**config.mk**
```make
export PLATFORM = sky130hd
export DESIGN_NAME = vga_capture
export DESIGN_NICKNAME = d
export VERILOG_FILES = /design/src/rtl/vga_capture.sv
export SDC_FILE = /design/constraint.sdc
export NUM_CORES = 1
export LEC_CHECK = 0
export ABC_AREA = 1
export CAP_MARGIN = 0
export CORE_UTILIZATION = 55
export DETAILED_ROUTE_END_ITERATION = 10
export GPL_ROUTABILITY_DRIVEN = 0
export PLACE_DENSITY = 0.8
export REMOVE_ABC_BUFFERS = 1
export SYNTH_ARGS = -nofsm -noshare
export SYNTH_HDL_FRONTEND = slang
export SYNTH_SLANG_ARGS = --single-unit
```
**constraint.sdc**
```tcl
create_clock -name clk -period 3 [get_ports clk]
set_input_delay 0.45 -clock clk [delete_from_list [all_inputs] [get_ports clk]]
set_output_delay 0.45 -clock clk [all_outputs]
set_load 0.005 [all_outputs]
```
**src/rtl/vga_capture.sv**
```systemverilog
// vga_capture: receive side of a VGA-style raster link.
//   Samples RED/GRN/BLU/HSYNC/VSYNC, recovers x/y from sync edges, and
//   presents each visible pixel with its coordinate.
//   Tracks line length and line count per frame, and asserts `locked` once
//   LOCK_FRAMES consecutive frames match. Timing errors are flagged with a pulse.
//   Pipeline: input register -> counter/edge stage -> output register.
//   A pixel sampled at clock n is presented after clock n+2.
// Optional feature: define VGA_CAPTURE_CHK_EN to build the per-frame checksum.
//   Without it, frame_chk is tied to zero.
// Ports:
//   clk          pixel clock
//   rst          asynchronous reset, active low
//   RED/GRN/BLU  incoming colour channels (8b each)
//   HSYNC/VSYNC  incoming syncs; active level set by SYNC_POL (1 = high)
//   x, y         coordinate of px_data (0 when px_valid=0)
//   px_data      {RED,GRN,BLU} of the presented pixel
//   px_valid     px_data/x/y hold a visible pixel
//   frame_start  one-cycle pulse alongside pixel (0,0)
//   locked       raster stable for LOCK_FRAMES frames
//   timing_err   one-cycle pulse on line-length / line-count mismatch or sync loss
//   frame_chk    checksum of the last complete frame
module vga_capture #(
  parameter int H_ACTIVE    = 800,
  parameter int V_ACTIVE    = 600,
  parameter int H_BACK      = 88,
  parameter int V_BACK      = 23,
  parameter int SYNC_POL    = 1,
  parameter int LOCK_FRAMES = 2
) (
  input  logic        clk,
  input  logic        rst,
  input  logic [7:0]  RED,
  input  logic [7:0]  GRN,
  input  logic [7:0]  BLU,
  input  logic        HSYNC,
  input  logic        VSYNC,
  output logic [10:0] x,
  output logic [10:0] y,
  output logic [23:0] px_data,
  output logic        px_valid,
  output logic        frame_start,
  output logic        locked,
  output logic        timing_err,
  output logic [23:0] frame_chk
);

  typedef enum logic [1:0] {
    SEARCH = 2'd0,
    TRACK  = 2'd1,
    LOCKED = 2'd2
  } state_t;

  localparam logic [10:0] CNT_MAX = '1;
  localparam logic [10:0] H_LO    = 11'(H_BACK);
  localparam logic [10:0] H_HI    = 11'(H_BACK + H_ACTIVE);
  localparam logic [10:0] V_LO    = 11'(V_BACK + 1);
  localparam logic [10:0] V_HI    = 11'(V_BACK + 1 + V_ACTIVE);
  localparam logic [4:0]  LOCK_N  = 5'(LOCK_FRAMES);

  // Syncs are normalised to active-high before the first register,
  // so all later logic is polarity independent.
  logic hs_in, vs_in;
  assign hs_in = (SYNC_POL != 0) ? HSYNC : ~HSYNC;
  assign vs_in = (SYNC_POL != 0) ? VSYNC : ~VSYNC;

  logic [23:0] s1_pix, p_pix;
  logic        s1_hs, s1_vs, s2_hs, s2_vs;

  always_ff @(posedge clk or negedge rst) begin
    if (!rst) begin
      s1_pix <= '0;
      s1_hs  <= 1'b0;
      s1_vs  <= 1'b0;
      s2_hs  <= 1'b0;
      s2_vs  <= 1'b0;
      p_pix  <= '0;
    end else begin
      s1_pix <= {RED, GRN, BLU};
      s1_hs  <= hs_in;
      s1_vs  <= vs_in;
      s2_hs  <= s1_hs;
      s2_vs  <= s1_vs;
      p_pix  <= s1_pix;
    end
  end

  logic hs_lead, hs_trail, vs_lead, vs_trail;
  assign hs_lead  =  s1_hs & ~s2_hs;
  assign hs_trail = ~s1_hs &  s2_hs;
  assign vs_lead  =  s1_vs & ~s2_vs;
  assign vs_trail = ~s1_vs &  s2_vs;

  // hcnt/vcnt: raster position
  // lcnt: clocks since last HSYNC leading edge
  // fcnt: HSYNC leading edges since last VSYNC leading edge
  logic [10:0] hcnt, vcnt, lcnt, fcnt, line_len;
  logic [10:0] hcnt_nxt, vcnt_nxt, vcnt_base, lcnt_nxt, fcnt_nxt;
  logic [10:0] meas_len, cur_len;

  always_comb begin
    hcnt_nxt = hcnt;
    if (hs_trail) hcnt_nxt = '0;
    else if (hcnt != CNT_MAX) hcnt_nxt = hcnt + 11'd1;

    // VSYNC clear is applied before the HSYNC increment of the same clock.
    vcnt_base = vs_trail ? '0 : vcnt;
    vcnt_nxt  = vcnt_base;
    if (hs_trail && (vcnt_base != CNT_MAX)) vcnt_nxt = vcnt_base + 11'd1;

    lcnt_nxt = lcnt;
    if (hs_lead) lcnt_nxt = '0;
    else if (lcnt != CNT_MAX) lcnt_nxt = lcnt + 11'd1;

    meas_len = (lcnt == CNT_MAX) ? CNT_MAX : lcnt + 11'd1;
    cur_len  = hs_lead ? meas_len : line_len;

    fcnt_nxt = fcnt;
    if (vs_lead) fcnt_nxt = {10'd0, hs_lead};
    else if (hs_lead && (fcnt != CNT_MAX)) fcnt_nxt = fcnt + 11'd1;
  end

  always_ff @(posedge clk or negedge rst) begin
    if (!rst) begin
      hcnt     <= '0;
      vcnt     <= '0;
      lcnt     <= '0;
      fcnt     <= '0;
      line_len <= '0;
    end else begin
      hcnt <= hcnt_nxt;
      vcnt <= vcnt_nxt;
      lcnt <= lcnt_nxt;
      fcnt <= fcnt_nxt;
      if (hs_lead) line_len <= meas_len;
    end
  end

  state_t      state, state_nxt;
  logic [3:0]  lock_cnt, lock_nxt;
  logic [10:0] ref_len, ref_len_nxt, ref_lines, ref_lines_nxt;
  logic        have_ref, have_ref_nxt;
  logic        err, sync_lost, same_raster;

  assign sync_lost   = (hcnt == CNT_MAX) && !hs_trail;
  assign same_raster = (cur_len == ref_len) && (fcnt == ref_lines);

  always_comb begin
    state_nxt     = state;
    lock_nxt      = lock_cnt;
    ref_len_nxt   = ref_len;
    ref_lines_nxt = ref_lines;
    have_ref_nxt  = have_ref;
    err           = 1'b0;
    case (state)
      SEARCH: begin
        lock_nxt     = '0;
        have_ref_nxt = 1'b0;
        if (vs_trail) state_nxt = TRACK;
      end
      TRACK: begin
        if (sync_lost) begin
          state_nxt = SEARCH;
          lock_nxt  = '0;
        end else if (vs_lead) begin
          // The reference always follows the latest frame, so a changed
          // raster can still lock after LOCK_FRAMES matching frames.
          ref_len_nxt   = cur_len;
          ref_lines_nxt = fcnt;
          have_ref_nxt  = 1'b1;
          if (have_ref) begin
            if (same_raster) begin
              if (lock_cnt != 4'hF) lock_nxt = lock_cnt + 4'd1;
              if (({1'b0, lock_cnt} + 5'd1) >= LOCK_N) state_nxt = LOCKED;
            end else begin
              lock_nxt = '0;
            end
          end
        end
      end
      LOCKED: begin
        if (sync_lost) begin
          state_nxt = SEARCH;
          lock_nxt  = '0;
          err       = 1'b1;
        end else if ((hs_lead && (meas_len != ref_len)) ||
                     (vs_lead && (fcnt != ref_lines))) begin
          state_nxt = TRACK;
          lock_nxt  = '0;
          err       = 1'b1;
        end
      end
      default: begin
        state_nxt = SEARCH;
        lock_nxt  = '0;
      end
    endcase
  end

  always_ff @(posedge clk or negedge rst) begin
    if (!rst) begin
      state     <= SEARCH;
      lock_cnt  <= '0;
      ref_len   <= '0;
      ref_lines <= '0;
      have_ref  <= 1'b0;
    end else begin
      state     <= state_nxt;
      lock_cnt  <= lock_nxt;
      ref_len   <= ref_len_nxt;
      ref_lines <= ref_lines_nxt;
      have_ref  <= have_ref_nxt;
    end
  end

  assign locked = (state == LOCKED);

  logic vis;
  assign vis = (state != SEARCH) &&
               (hcnt >= H_LO) && (hcnt < H_HI) &&
               (vcnt >= V_LO) && (vcnt < V_HI);

  always_ff @(posedge clk or negedge rst) begin
    if (!rst) begin
      px_valid    <= 1'b0;
      px_data     <= '0;
      x           <= '0;
      y           <= '0;
      frame_start <= 1'b0;
      timing_err  <= 1'b0;
    end else begin
      px_valid    <= vis;
      px_data     <= p_pix;
      x           <= vis ? hcnt - H_LO : '0;
      y           <= vis ? vcnt - V_LO : '0;
      frame_start <= vis && (hcnt == H_LO) && (vcnt == V_LO);
      timing_err  <= err;
    end
  end

`ifdef VGA_CAPTURE_CHK_EN
  logic [23:0] chk;
  logic        chk_ok;

  // chk_ok marks that accumulation started at a VSYNC trailing edge.
  // A frame picked up mid-way is therefore never published.
  always_ff @(posedge clk or negedge rst) begin
    if (!rst) begin
      chk       <= '0;
      chk_ok    <= 1'b0;
      frame_chk <= '0;
    end else begin
      if (vs_trail) begin
        chk    <= '0;
        chk_ok <= 1'b1;
      end else if (vis) begin
        chk <= {chk[22:0], chk[23]} ^ p_pix;
      end
      if (vs_lead) begin
        if (chk_ok) frame_chk <= chk;
        chk_ok <= 1'b0;
      end
    end
  end
`else
  assign frame_chk = '0;
`endif

endmodule

```
# ---- Yosys cells after proc, flatten, opt, wreduce, memory -nomap -nowiden
# Index checks and enable logic that the tools add are counted.
dict set report word_totals {
  reg_bits 185
  in_bits 28
  elab_cells 127
  out_inout_bits 74
}
dict set report classes {
  addsub 8
  n_bitwise 9
  eq_ne 24
  order_cmp 5
  reduce_logical 24
  muxes 35
}
# cell n
set ops {}
lappend ops {{$mux W11} 12}
lappend ops {{$add A11 B1 Y11 const B} 4}
lappend ops {{$ne A11 B11 Y1 const B} 4}
lappend ops {{$mux W4} 7}
lappend ops {{$eq A11 B11 Y1} 2}
lappend ops {{$eq A11 B11 Y1 const B} 2}
lappend ops {{$lt A11 B10 Y1 const B} 2}
lappend ops {{$ne A11 B11 Y1} 2}
lappend ops {{$mux W2} 8}
lappend ops {{$logic_and A1 B1 Y1} 12}
lappend ops {{$ne A3 B3 Y1 const B} 4}
lappend ops {{$eq A11 B5 Y1 const B} 1}
lappend ops {{$eq A11 B7 Y1 const B} 1}
lappend ops {{$ge A11 B5 Y1 const B} 1}
lappend ops {{$ge A11 B7 Y1 const B} 1}
lappend ops {{$sub A11 B5 Y11 const B} 1}
lappend ops {{$sub A11 B7 Y11 const B} 1}
lappend ops {{$reduce_bool A2 Y1} 5}
lappend ops {{$ne A4 B4 Y1 const B} 2}
lappend ops {{$pmux W4 S2} 1}
lappend ops {{$ne A2 B2 Y1 const B} 3}
lappend ops {{$pmux W2 S3} 1}
lappend ops {{$reduce_and A3 Y1} 2}
lappend ops {{$reduce_and A6 Y1} 1}
lappend ops {{14 further kinds} 25}

# ---- Logic depth before layout (Yosys ltp)
# Gate-level depths: netlist of the first run.
dict set report logic_depth {
  ltp_word 10
  mapped_depth 18
  mapped_depth_nobuf 18
}

# ---- Worst setup path before layout of the first run
# Ideal clock, no wire load.
dict set report synth_path {
  path_type {register to register}
  start {register lcnt[0]}
  end {register lock_cnt[0]}
  n_path_buf 1
  slack_ps 836
  setup_ps 123
  synth_period_minus_slack_ps 2164
  t_arrival_ps 2041
  required_time_ps 2877
  path_stages_with_launch 18
  cell_sequence {dfrtp_1 -> ha_1 -> nand2_2 -> nor2_4 -> nand3_4 -> buf_6 -> nand3_2 -> nand2_1 -> nand3_1 -> nand2_1 -> nor2_1 -> nand2_1 -> nor2_4 -> nand2_2 -> o21ai_4 -> nor2_2 -> nand2_1 -> nand2_1}
}
dict set report synth_between {
  elab_chain_len 10
  word_cells_on_any_way 17
  cone_classes {add/sub (1); eq/ne (5); mux (7); reduce/logical (4)}
}
# element line_no
set synth_rtl {}
lappend synth_rtl {{start: declaration} 96} ;# logic [10:0] hcnt, vcnt, lcnt, fcnt, line_len;
lappend synth_rtl {{start signal: assignment} 132} ;# lcnt <= lcnt_nxt;
lappend synth_rtl {{$add A11 B1 Y11 or $eq A11 B11 Y1 (tied branches)} 114} ;# meas_len = (lcnt == CNT_MAX) ? CNT_MAX : lcnt + 11'd1;
lappend synth_rtl {{$mux W11 *} 114}
lappend synth_rtl {{$mux W11} n/a}
lappend synth_rtl {{$eq A11 B11 Y1} 145} ;# assign same_raster = (cur_len == ref_len) && (fcnt == ref_lines);
lappend synth_rtl {{$logic_and A1 B1 Y1} 145}
lappend synth_rtl {{$mux W4} 171} ;# if (same_raster) begin
lappend synth_rtl {{$mux W4} 170} ;# if (have_ref) begin
lappend synth_rtl {{$mux W4} 164} ;# end else if (vs_lead) begin
lappend synth_rtl {{$mux W4} 161} ;# if (sync_lost) begin
lappend synth_rtl {{$pmux W4 S2} 154} ;# case (state)
lappend synth_rtl {{end signal: assignment} 208} ;# lock_cnt <= lock_nxt;
lappend synth_rtl {{end: declaration} 139} ;# logic [3:0] lock_cnt, lock_nxt;
# Every way passes the cells marked *; elsewhere a longest branch is shown, timed or not. The select of a mux whose other input is x is not followed.
# A chain may end at the register's enable or synchronous reset.

# ---- Final worst setup path of the first run
dict set report layout_path {
  start {register lcnt[0]}
  end {register lock_cnt[2]}
}
dict set report layout_between {
  elab_chain_len 10
  word_cells_on_any_way 17
  cone_classes {add/sub (1); eq/ne (5); mux (7); reduce/logical (4)}
}
# element line_no
set layout_rtl {}
lappend layout_rtl {{$add A11 B1 Y11 or $eq A11 B11 Y1 (tied branches)} 114}
lappend layout_rtl {{$mux W11 *} 114}
lappend layout_rtl {{$mux W11 *} n/a}
lappend layout_rtl {{via cur_len[2]} 98} ;# logic [10:0] meas_len, cur_len;
lappend layout_rtl {{$eq A11 B11 Y1 *} 145}
lappend layout_rtl {{$logic_and A1 B1 Y1 *} 145}
lappend layout_rtl {{$mux W4} 171}
lappend layout_rtl {{$mux W4} 170}
lappend layout_rtl {{$mux W4} 164}
lappend layout_rtl {{$mux W4} 161}
lappend layout_rtl {{$pmux W4 S2} 154}
# The timed path passes the listed nets; every way through them passes the cells marked *. The select of a mux whose other input is x is not followed.

==> results.ini, run 1 <==
[critical_path]
path_delay_family = simple AND/OR/NAND/NOR gates
reg2reg_depth = 16
slowest_stage = dfrtp_1
critPathBufInv = 1
crit_chain = ha_1 -> nand2_2 -> nor2_4 -> nand3_4 -> nand2_1 -> o21ai_0 -> inv_1 -> nand2_1 -> nand2_1 -> nand3_1 -> nor2_4 -> nand2_2 -> o21ai_4 -> nor2_2 -> nand2_1 -> nand2_1
worstReg2RegStart = lcnt[0]
cp-end-kind = flop
slowest_delay_ps = 470
critPathRequiredTime_ps = 3320
worstSetupPathType = reg -> reg
start_kind = flop
cp_common_cell = nand2_1
crit_arrival_ps = 2950
cp_num_cells = 16
r2r-end = lock_cnt[2]
crit_fanout = 17
r2r_slack_ps = 370

[run]
drv_cap = 0

[layout]
fin_cells = 1108
diodes = 0
nets = 953
area_growth_pct = 19.2
drive_above_1_share_pct = 8.41
final_common_cell = dfrtp_1
fill_cells = 1084
final-seq-area_um2 = 4630
layout_common_cells = 185 x dfrtp_1, 156 x nand2_1, 97 x inv_1, 85 x nor2_1, 76 x clkdlybuf4s50_1
multi_input_area_um2 = 2680
fin_area_um2 = 9370

[timing]
finalSetupViolations = 0
finalCritPeriodShare_pct = 87.8
fin_hold_ws_ps = -17.6
period_needed_ps = 2630
fin_tns_setup_ps = 0
maxSlewHeadroom_pct = 56.8
drv_slew = 0
fmax_ghz = 0.380
fin_ws_ps = 367
finClkSkew_ps = 8.29
rsz0062_at_grt = no
hold_viol = 11
worstMarginPinSlew_ps = 648

[clocking]
clock_latency_ps = 430
cts_tree = built
post_cts_resize_count = 0
clk_pin_slew_worst_paths_ps = 70
root_buffer = clkbuf_16
ctsHoldBuffers = 0
htree_levels = 4
postCtsSetupRepairBufs = 0
cts_num_sinks = 185
clk_path_buf_depth = 2
cts_made_buffers = 17

[power]
p_leak_nw = 4.52
cellPowerDensity_nw_per_um2 = 650
peakVddDrop_mv = 0.836
p_total_mw = 6.09

[floorplanning]
std_cell_rows = 43
die_h_um = 122
die_x_um = 122
ioPinCount = 102
start_util_pct = 56.4
coreArea_um2 = 13900
die_area_um2 = 14800

[grt]
grtUsageTotal_pct = 22.0
grt_pass1_vias = 5473
grt_pass1_wl_um = 25000
antenna_found_initial = 0
grt_overflow = 0
grt_max_degree = 65

[worst_hold_path]
worstHoldPathType = in -> async

[placed_design]
dp.cells = 1076
numPortBuffers = 77
post_dp_cell_area_um2 = 8780
dpl.hpwl_um = 10100
pre_cts_ws_ps = 325

[route]
ant_nets = 0
drt_drc_violations_left = 0
post_drt_wl_per_cell_um = 13.4
routed_wl_um = 14800
drt-pass1-iter-count = 5
first_iter_violations = 391
num_vias = 5619
viasPerCell = 5.07

[synthesis]
synth-seq-area-share_pct = 58.9
synth.avg_cell_area_um2 = 9.49
yosysTopAreaCell = dfrtp_1
synth_top_area_share_pct = 58.9
synthArstFlopShare_pct = 100
synth_edf_count = 0
postSynthCellCount = 828
synth_flop_cell = dfrtp_1
synth_area_um2 = 7860
synth_area_leaders = dfrtp_1 59%, nand2_1 7.4%, inv_1 4.6%
yosysUniqueCellTypes = 41
synth_warnings = 0
synth_seq_cells = 185

[status]
violations = negative hold slack
outcome = complete, but fails checks

[cell usage after synthesis (8+ instances only)]
master and number:
dfrtp_1 185, nand2_1 156, inv_1 97, nor2_1 85, nand3_1 64, o21ai_0 49, buf_4 25, xor2_1 23
a21oi_1 21, nor3_1 20, nand4_1 12, ha_1 9, or2_2 8
[per-layer routing]
metal	track usage, %	routed length [um]	vias to the layer above
li1	-	-	2765
met4	7.41	215	0
met1	29.7	6840	2695
met3	5.52	666	18
met5	0	0	-
met2	35.0	7090	141
[sequential cells by signal (all words and copies together) (netlist names), 11 cells and up]
signal	cells
fcnt	11
hcnt	11
lcnt	11
line_len	11
p_pix	24
px_data	24
ref_len	11
ref_lines	11
s1_pix	24
vcnt	11
x	11
y	11
[per-stage QoR]
stage | util [%] | hold WS [ps]
after global placement | 63.0 | 331
after global routing | 67.3 | 29.7
after floorplan | - | 154
after CTS | 67.2 | 4.88
after detailed placement | 63.0 | 335
final | 67.3 | -17.6
[logic make-up after synthesis]
family                   count (synthesis)  share of synthesized area (%)
multiplexers                             1                          0.143
flip-flops                             185                           58.9
other                                    1                         0.0477
AND/OR/NAND/NOR                        370                           21.2
AO/OA/AOI/OAI                           90                           6.70
adder cells (fa/ha/maj)                  9                           1.43
XOR/XNOR                                30                           3.34
buffers and inverters                  142                           8.29
[final cells by class]
type	count	share of cell area [%]
flip-flops and latches	185	49.4
multi-input cells	525	28.6
repair buffers	87	9.44
clock buffers	18	4.58
inverters	100	4.00
well taps	180	2.40
clock inverters	13	1.64
[worst max path at each step]
stage | startpoint | endpoint
final | lcnt[0] | lock_cnt[2]
after global routing | lcnt[0] | lock_cnt[1]
after CTS | lcnt[0] | lock_cnt[2]
after detailed placement | lcnt[0] | lock_cnt[2]
after global placement | lcnt[0] | lock_cnt[0]
after floorplan | hcnt[0] | ref_lines[10]
[report_power, final]
part | switching, mW | leakage, nW | internal, mW
clock network | 1.02 | 0.284 | 1.18
logic | 0.653 | 1.87 | 0.395
registers | 0.146 | 2.37 | 2.69
[worst register-to-register path, cell delays in order, from the launching register on]
cell and delay, ps:
dfrtp_1 470, ha_1 290, nand2_2 100, nor2_4 180, nand3_4 220, nand2_1 160
o21ai_0 140, inv_1 130, nand2_1 60, nand2_1 50, nand3_1 100, nor2_4 140
nand2_2 100, o21ai_4 180, nor2_2 70, nand2_1 70, nand2_1 60
Power figures use the tool's default switching activity.
==> run 2, diff against run 1 <==
--- a/config.mk
+++ b/config.mk
@@ -6,10 +6,11 @@
 export NUM_CORES = 1
 export LEC_CHECK = 0
 export ABC_AREA = 1
-export CAP_MARGIN = 0
+export CAP_MARGIN = 10
 export CORE_UTILIZATION = 55
 export DETAILED_ROUTE_END_ITERATION = 10
 export GPL_ROUTABILITY_DRIVEN = 0
+export GPL_TIMING_DRIVEN = 0
 export PLACE_DENSITY = 0.8
 export REMOVE_ABC_BUFFERS = 1
 export SYNTH_ARGS = -nofsm -noshare
==> run 2 against run 1 <==
Against the previous run:
- the flow still finishes with violations (negative hold slack)
- maximum frequency down 1.2%
- non-clock buffer count fell by 4
- via count is 0.36% higher
- final cell count unchanged
- clock power about the same
- sequential cell count unchanged
- wire length fell by 1.6%
- worst setup slack worse by 32 ps
- critical path type unchanged
- largest cell class unchanged
==> results.ini, run 2 (synthesis gave the netlist of run 1 again) <==
[status]
outcome = complete, but fails checks
violations = negative hold slack

[timing]
fin_hold_ws_ps = -1.66
fmax_ghz = 0.375
maxSlewHeadroom_pct = 55.2
finalSetupViolations = 0
finalCritPeriodShare_pct = 88.9
finClkSkew_ps = 8.62
fin_tns_setup_ps = 0
period_needed_ps = 2670
drv_slew = 0
hold_viol = 4
worstMarginPinSlew_ps = 673
rsz0062_at_grt = no

[route]
drt_drc_violations_left = 0
num_vias = 5639
post_drt_wl_per_cell_um = 13.1
first_iter_violations = 334
ant_nets = 0
drt-pass1-iter-count = 5
viasPerCell = 5.09
routed_wl_um = 14600

[clocking]
cts_tree = built
clk_path_buf_depth = 2
root_buffer = clkbuf_16
clock_latency_ps = 440
cts_num_sinks = 185
cts_made_buffers = 17
htree_levels = 4
clk_pin_slew_worst_paths_ps = 70

[critical_path]
cp_common_cell = nand2_1
worstSetupPathType = reg -> reg
crit_arrival_ps = 2990
slowest_stage = dfrtp_2
slowest_delay_ps = 450
cp-end-kind = flop
crit_fanout = 17
critPathRequiredTime_ps = 3320
start_kind = flop
crit_chain = ha_1 -> nand2_2 -> nor2_4 -> nand3_4 -> nand2_1 -> o21ai_0 -> inv_1 -> nand2_1 -> nand2_1 -> nand3_1 -> nor2_4 -> nand2_2 -> o21ai_4 -> nor2_2 -> nand2_1 -> nand2_1

[floorplanning]
die_x_um = 122
start_util_pct = 56.4
ioPinCount = 102
die_h_um = 122
coreArea_um2 = 13900
std_cell_rows = 43
die_area_um2 = 14800

[run]
drv_cap = 0

[grt]
antenna_found_initial = 0
grt_overflow = 0
grt_pass1_wl_um = 24300
grt_max_degree = 94
grtUsageTotal_pct = 21.7
grt_pass1_vias = 5202

[layout]
fin_area_um2 = 9390
largestRegisters = p_pix x24, px_data x24, s1_pix x24
area_growth_pct = 19.4
layout_common_cells = 184 x dfrtp_1, 155 x nand2_1, 95 x inv_1, 84 x nor2_1, 76 x clkdlybuf4s50_1
nets = 952
multi_input_area_um2 = 2690
final-seq-area_um2 = 4630
diodes = 0
fill_cells = 1041
drive_above_1_share_pct = 8.94
fin_util_pct = 67.4
final_common_cell = dfrtp_1

[placed_design]
post_dp_cell_area_um2 = 8700
dpl.hpwl_um = 9390
numPortBuffers = 77

[power]
peakVddDrop_mv = 0.514
p_leak_nw = 4.50
cellPowerDensity_nw_per_um2 = 653

[worst_hold_path]
worstHoldPathType = in -> async

[run 2: timing repair]
action | 4_1_cts | 5_1_grt
resized for setup | 2 | 6
setup buffers | 5 | 0
hold endpoints to repair | 0 | 0
pin swaps | 0 | 2
hold buffers | 0 | 0
cloned | 1 | 3
endpoints found under the setup margin | 15 | 20
[run 2: final cells by class]
class | instances | share of cell area, %
clock inverter | 14 | 1.80
tap | 180 | 2.40
clock buffer | 18 | 4.57
inverter | 100 | 4.08
timing repair inverter | 2 | 0.160
sequential | 185 | 49.3
multi-input combinational | 526 | 28.7
timing repair buffer | 83 | 8.96
[run 2: metal layers]
metal	track usage, %	part of all wire (%)	up-vias
li1	-	-	2773
met4	8.33	1.8	0
met1	29.7	45	2704
met5	0	0	-
met3	5.81	4.7	24
met2	33.2	48	138
[run 2: critical path: cells and delay by family, from the launching register on]
kind,cells,cell delay [ps]
and+or+nand+nor,12,1380
adders and majority gates,1,290
AOI/OAI and AO/OA,2,320
DFF,1,450
buffers and inverters,1,110
[run 2: report_power, final]
part	internal, mW	switching [mW]
clock network	1.19	1.03
logic	0.391	0.669
registers	2.69	0.148
[run 2: through the flow]
stage / setup slack (ps) / total power, mW / hold WS, ps / std cells
2_1_floorplan: 602 / 3.57 / 154 / 809
3_3_place_gp: -5840 / 3.87 / 331 / 1066
3_5_place_dp: -261 / 3.90 / 335 / 1067
4_1_cts: 74.1 / 6.16 / 27.1 / 1105
5_1_grt: 109 / 6.46 / 57.9 / 1108
6_report: 334 / 6.13 / -1.66 / 1108
[run 2: final timing paths]
| kind | start | to | slack [ps] | depth (start not counted) |
|---|---|---|---|---|
| max | lcnt[0] | lock_cnt[3] | 330 | 16 |
| min | rst | s1_pix[18] | -2 | 1 |
| max reg2reg | lcnt[0] | lock_cnt[3] | 330 | 16 |
| min reg2reg | s1_pix[1] | p_pix[1] | 350 | 0 |
| max in group asynchronous | rst | lcnt[0] | 2140 | 2 |
| min in group clk | s1_pix[1] | p_pix[1] | 350 | 0 |
==> run 3, diff against run 2 <==
--- a/config.mk
+++ b/config.mk
@@ -16,3 +16,4 @@
 export SYNTH_ARGS = -nofsm -noshare
 export SYNTH_HDL_FRONTEND = slang
 export SYNTH_SLANG_ARGS = --single-unit
+export TNS_END_PERCENT = 5
==> run 3 against run 2 <==
Against the previous run:
- via count shrank 1.2%
- critical path type unchanged
- the run still ends with negative hold slack left
- non-clock buffer count shrank 5
- largest power group unchanged
- maximum frequency shrank 4.1%
- register-to-register slack lost 120 ps
- sequential cell count is the same
- worst setup slack lost 120 ps
- final cell count shrank 0.54%
- core utilization shrank 0.36 points
==> results.ini, run 3 (synthesis gave the netlist of run 1 again) <==
[timing]
finalSetupViolations = 0
fmax_ghz = 0.360
finalCritPeriodShare_pct = 92.7
fin_hold_ws_ps = -3.42
worstMarginPinSlew_ps = 673
finClkSkew_ps = 6.25
hold_viol = 5
fin_tns_setup_ps = 0
rsz0062_at_grt = yes
period_needed_ps = 2780
maxSlewHeadroom_pct = 54.9
drv_slew = 0

[grt]
grt_overflow = 0
met3_usage_pct = 5.81
grt_pass1_wl_um = 24100
grt_use_met1_pct = 29.3
grt_max_degree = 94
antenna_found_initial = 0
grt.met2_usage_pct = 32.8
top_usage_layer = met2
grtUsageTotal_pct = 21.4
grt_pass1_vias = 5161

[critical_path]
slowest_stage = dfrtp_2
path_delay_family = simple AND/OR/NAND/NOR gates
cp-end-kind = flop
critPathRequiredTime_ps = 3320
crit_fanout = 33
critPathBufInv = 1
crit_chain = ha_1 -> nand2_2 -> nor2_4 -> nand3_4 -> nand2_1 -> o21ai_0 -> inv_1 -> nand2_1 -> nand2_1 -> nand3_1 -> nor2_4 -> nand2_2 -> o21ai_4 -> nor2_2 -> nand2_1 -> nand2_1
worstSetupPathType = reg -> reg
slowest_delay_ps = 450
crit_arrival_ps = 3110
cp_common_cell = nand2_1
start_kind = flop

[status]
outcome = complete, but fails checks
violations = negative hold slack

[route]
drt_drc_violations_left = 0
post_drt_wl_per_cell_um = 13.0
viasPerCell = 5.06
first_iter_violations = 366
routed_wl_um = 14300
num_vias = 5573
drt-pass1-iter-count = 5
ant_nets = 0

[floorplanning]
die_h_um = 122
coreArea_um2 = 13900
die_area_um2 = 14800
start_util_pct = 56.4
die_x_um = 122
std_cell_rows = 43
ioPinCount = 102

[power]
power.switching_fraction_pct = 30.2
seqPwrFrac_pct = 46.5
p_int_mw = 4.27
pwr-share-comb_pct = 17.2
cellPowerDensity_nw_per_um2 = 655
peakVddDrop_mv = 0.512
clkPwrFrac_pct = 36.4
p_sw_mw = 1.84
p_leak_nw = 4.47

[placed_design]
dpl.hpwl_um = 9390
numPortBuffers = 77

[layout]
multi_input_area_um2 = 2680
layout_common_cells = 184 x dfrtp_1, 155 x nand2_1, 95 x inv_1, 84 x nor2_1, 76 x clkdlybuf4s50_1
largestRegisters = p_pix x24, px_data x24, s1_pix x24
area_growth_pct = 18.7
drive_above_1_share_pct = 8.35
fill_cells = 1048
diodes = 0
nets = 946
final-seq-area_um2 = 4630
final_common_cell = dfrtp_1

[clocking]
clock_latency_ps = 440
htree_levels = 4
cts_tree = built
clk_path_buf_depth = 2
cts_num_sinks = 185
root_buffer = clkbuf_16
cts_made_buffers = 17
clk_pin_slew_worst_paths_ps = 70

[worst_hold_path]
worstHoldPathType = in -> async

[run]
drv_cap = 0

run 3: changes by cell type in the layout (fill, tap and decap cells not counted):
| cell | delta |
|---|---|
| buf_4 | -5 |
| clkinvlp_2 | +1 |
| clkinvlp_4 | -1 |
| nand3_2 | -1 |
run 3: what timing repair did:
action,4_1_cts,5_1_grt
hold buffers,0,0
resized for setup,1,6
endpoints found under the setup margin,15,21
buffers inserted,0,0
gates cloned,0,3
pin swaps,0,2
run 3: final cells by class:
cell class	count	share of cell area [%]
clock buffers	18	4.60
clock inverters	14	1.81
inverters	100	4.10
multi-input cells	525	28.7
flip-flops and latches	185	49.6
well taps	180	2.41
repair buffers	78	8.60
repair inverters	2	0.134
run 3: per-layer routing:
layer / vias to the layer above / wire, um
li1: 2756 / -
met2: 136 / 6800
met4: 0 / 234
met5: - / 0
met3: 22 / 673
met1: 2659 / 6580
run 3: metrics by stage:
step / worst slack, ps / util, % / area (um^2) / cells / total power [mW]
finish: 219 / 67.0 / 9340 / 1102 / 6.12
global route: -6.29 / 67.0 / 9340 / 1102 / 6.45
CTS: -151 / 66.8 / 9300 / 1099 / 6.15
detailed placement: -261 / 62.4 / 8700 / 1067 / 3.90
global placement: -5840 / 62.2 / 8670 / 1066 / 3.87
floorplan: 602 / - / 7670 / 809 / 3.57
run 3: final timing paths:
kind	startpoint	end	slack, ps	cells after the start
min in group clk	s1_pix[22]	p_pix[22]	350	0
worst min register to register	s1_pix[22]	p_pix[22]	350	0
worst max-delay path	lcnt[0]	lock_cnt[1]	220	16
worst min-delay path	rst	s1_pix[18]	-3	1
worst max register to register	lcnt[0]	lock_cnt[1]	220	16
max in group asynchronous	rst	lcnt[0]	2130	2
run 3: power by group through the flow:
stage / clock [mW] / combinational [mW] / sequential [mW]
after floorplan: 0 / 0.723 / 2.85
after global placement: 0 / 0.994 / 2.88
after detailed placement: 0 / 1.02 / 2.88
after CTS: 2.28 / 1.04 / 2.84
after global routing: 2.38 / 1.20 / 2.87
final: 2.22 / 1.05 / 2.84
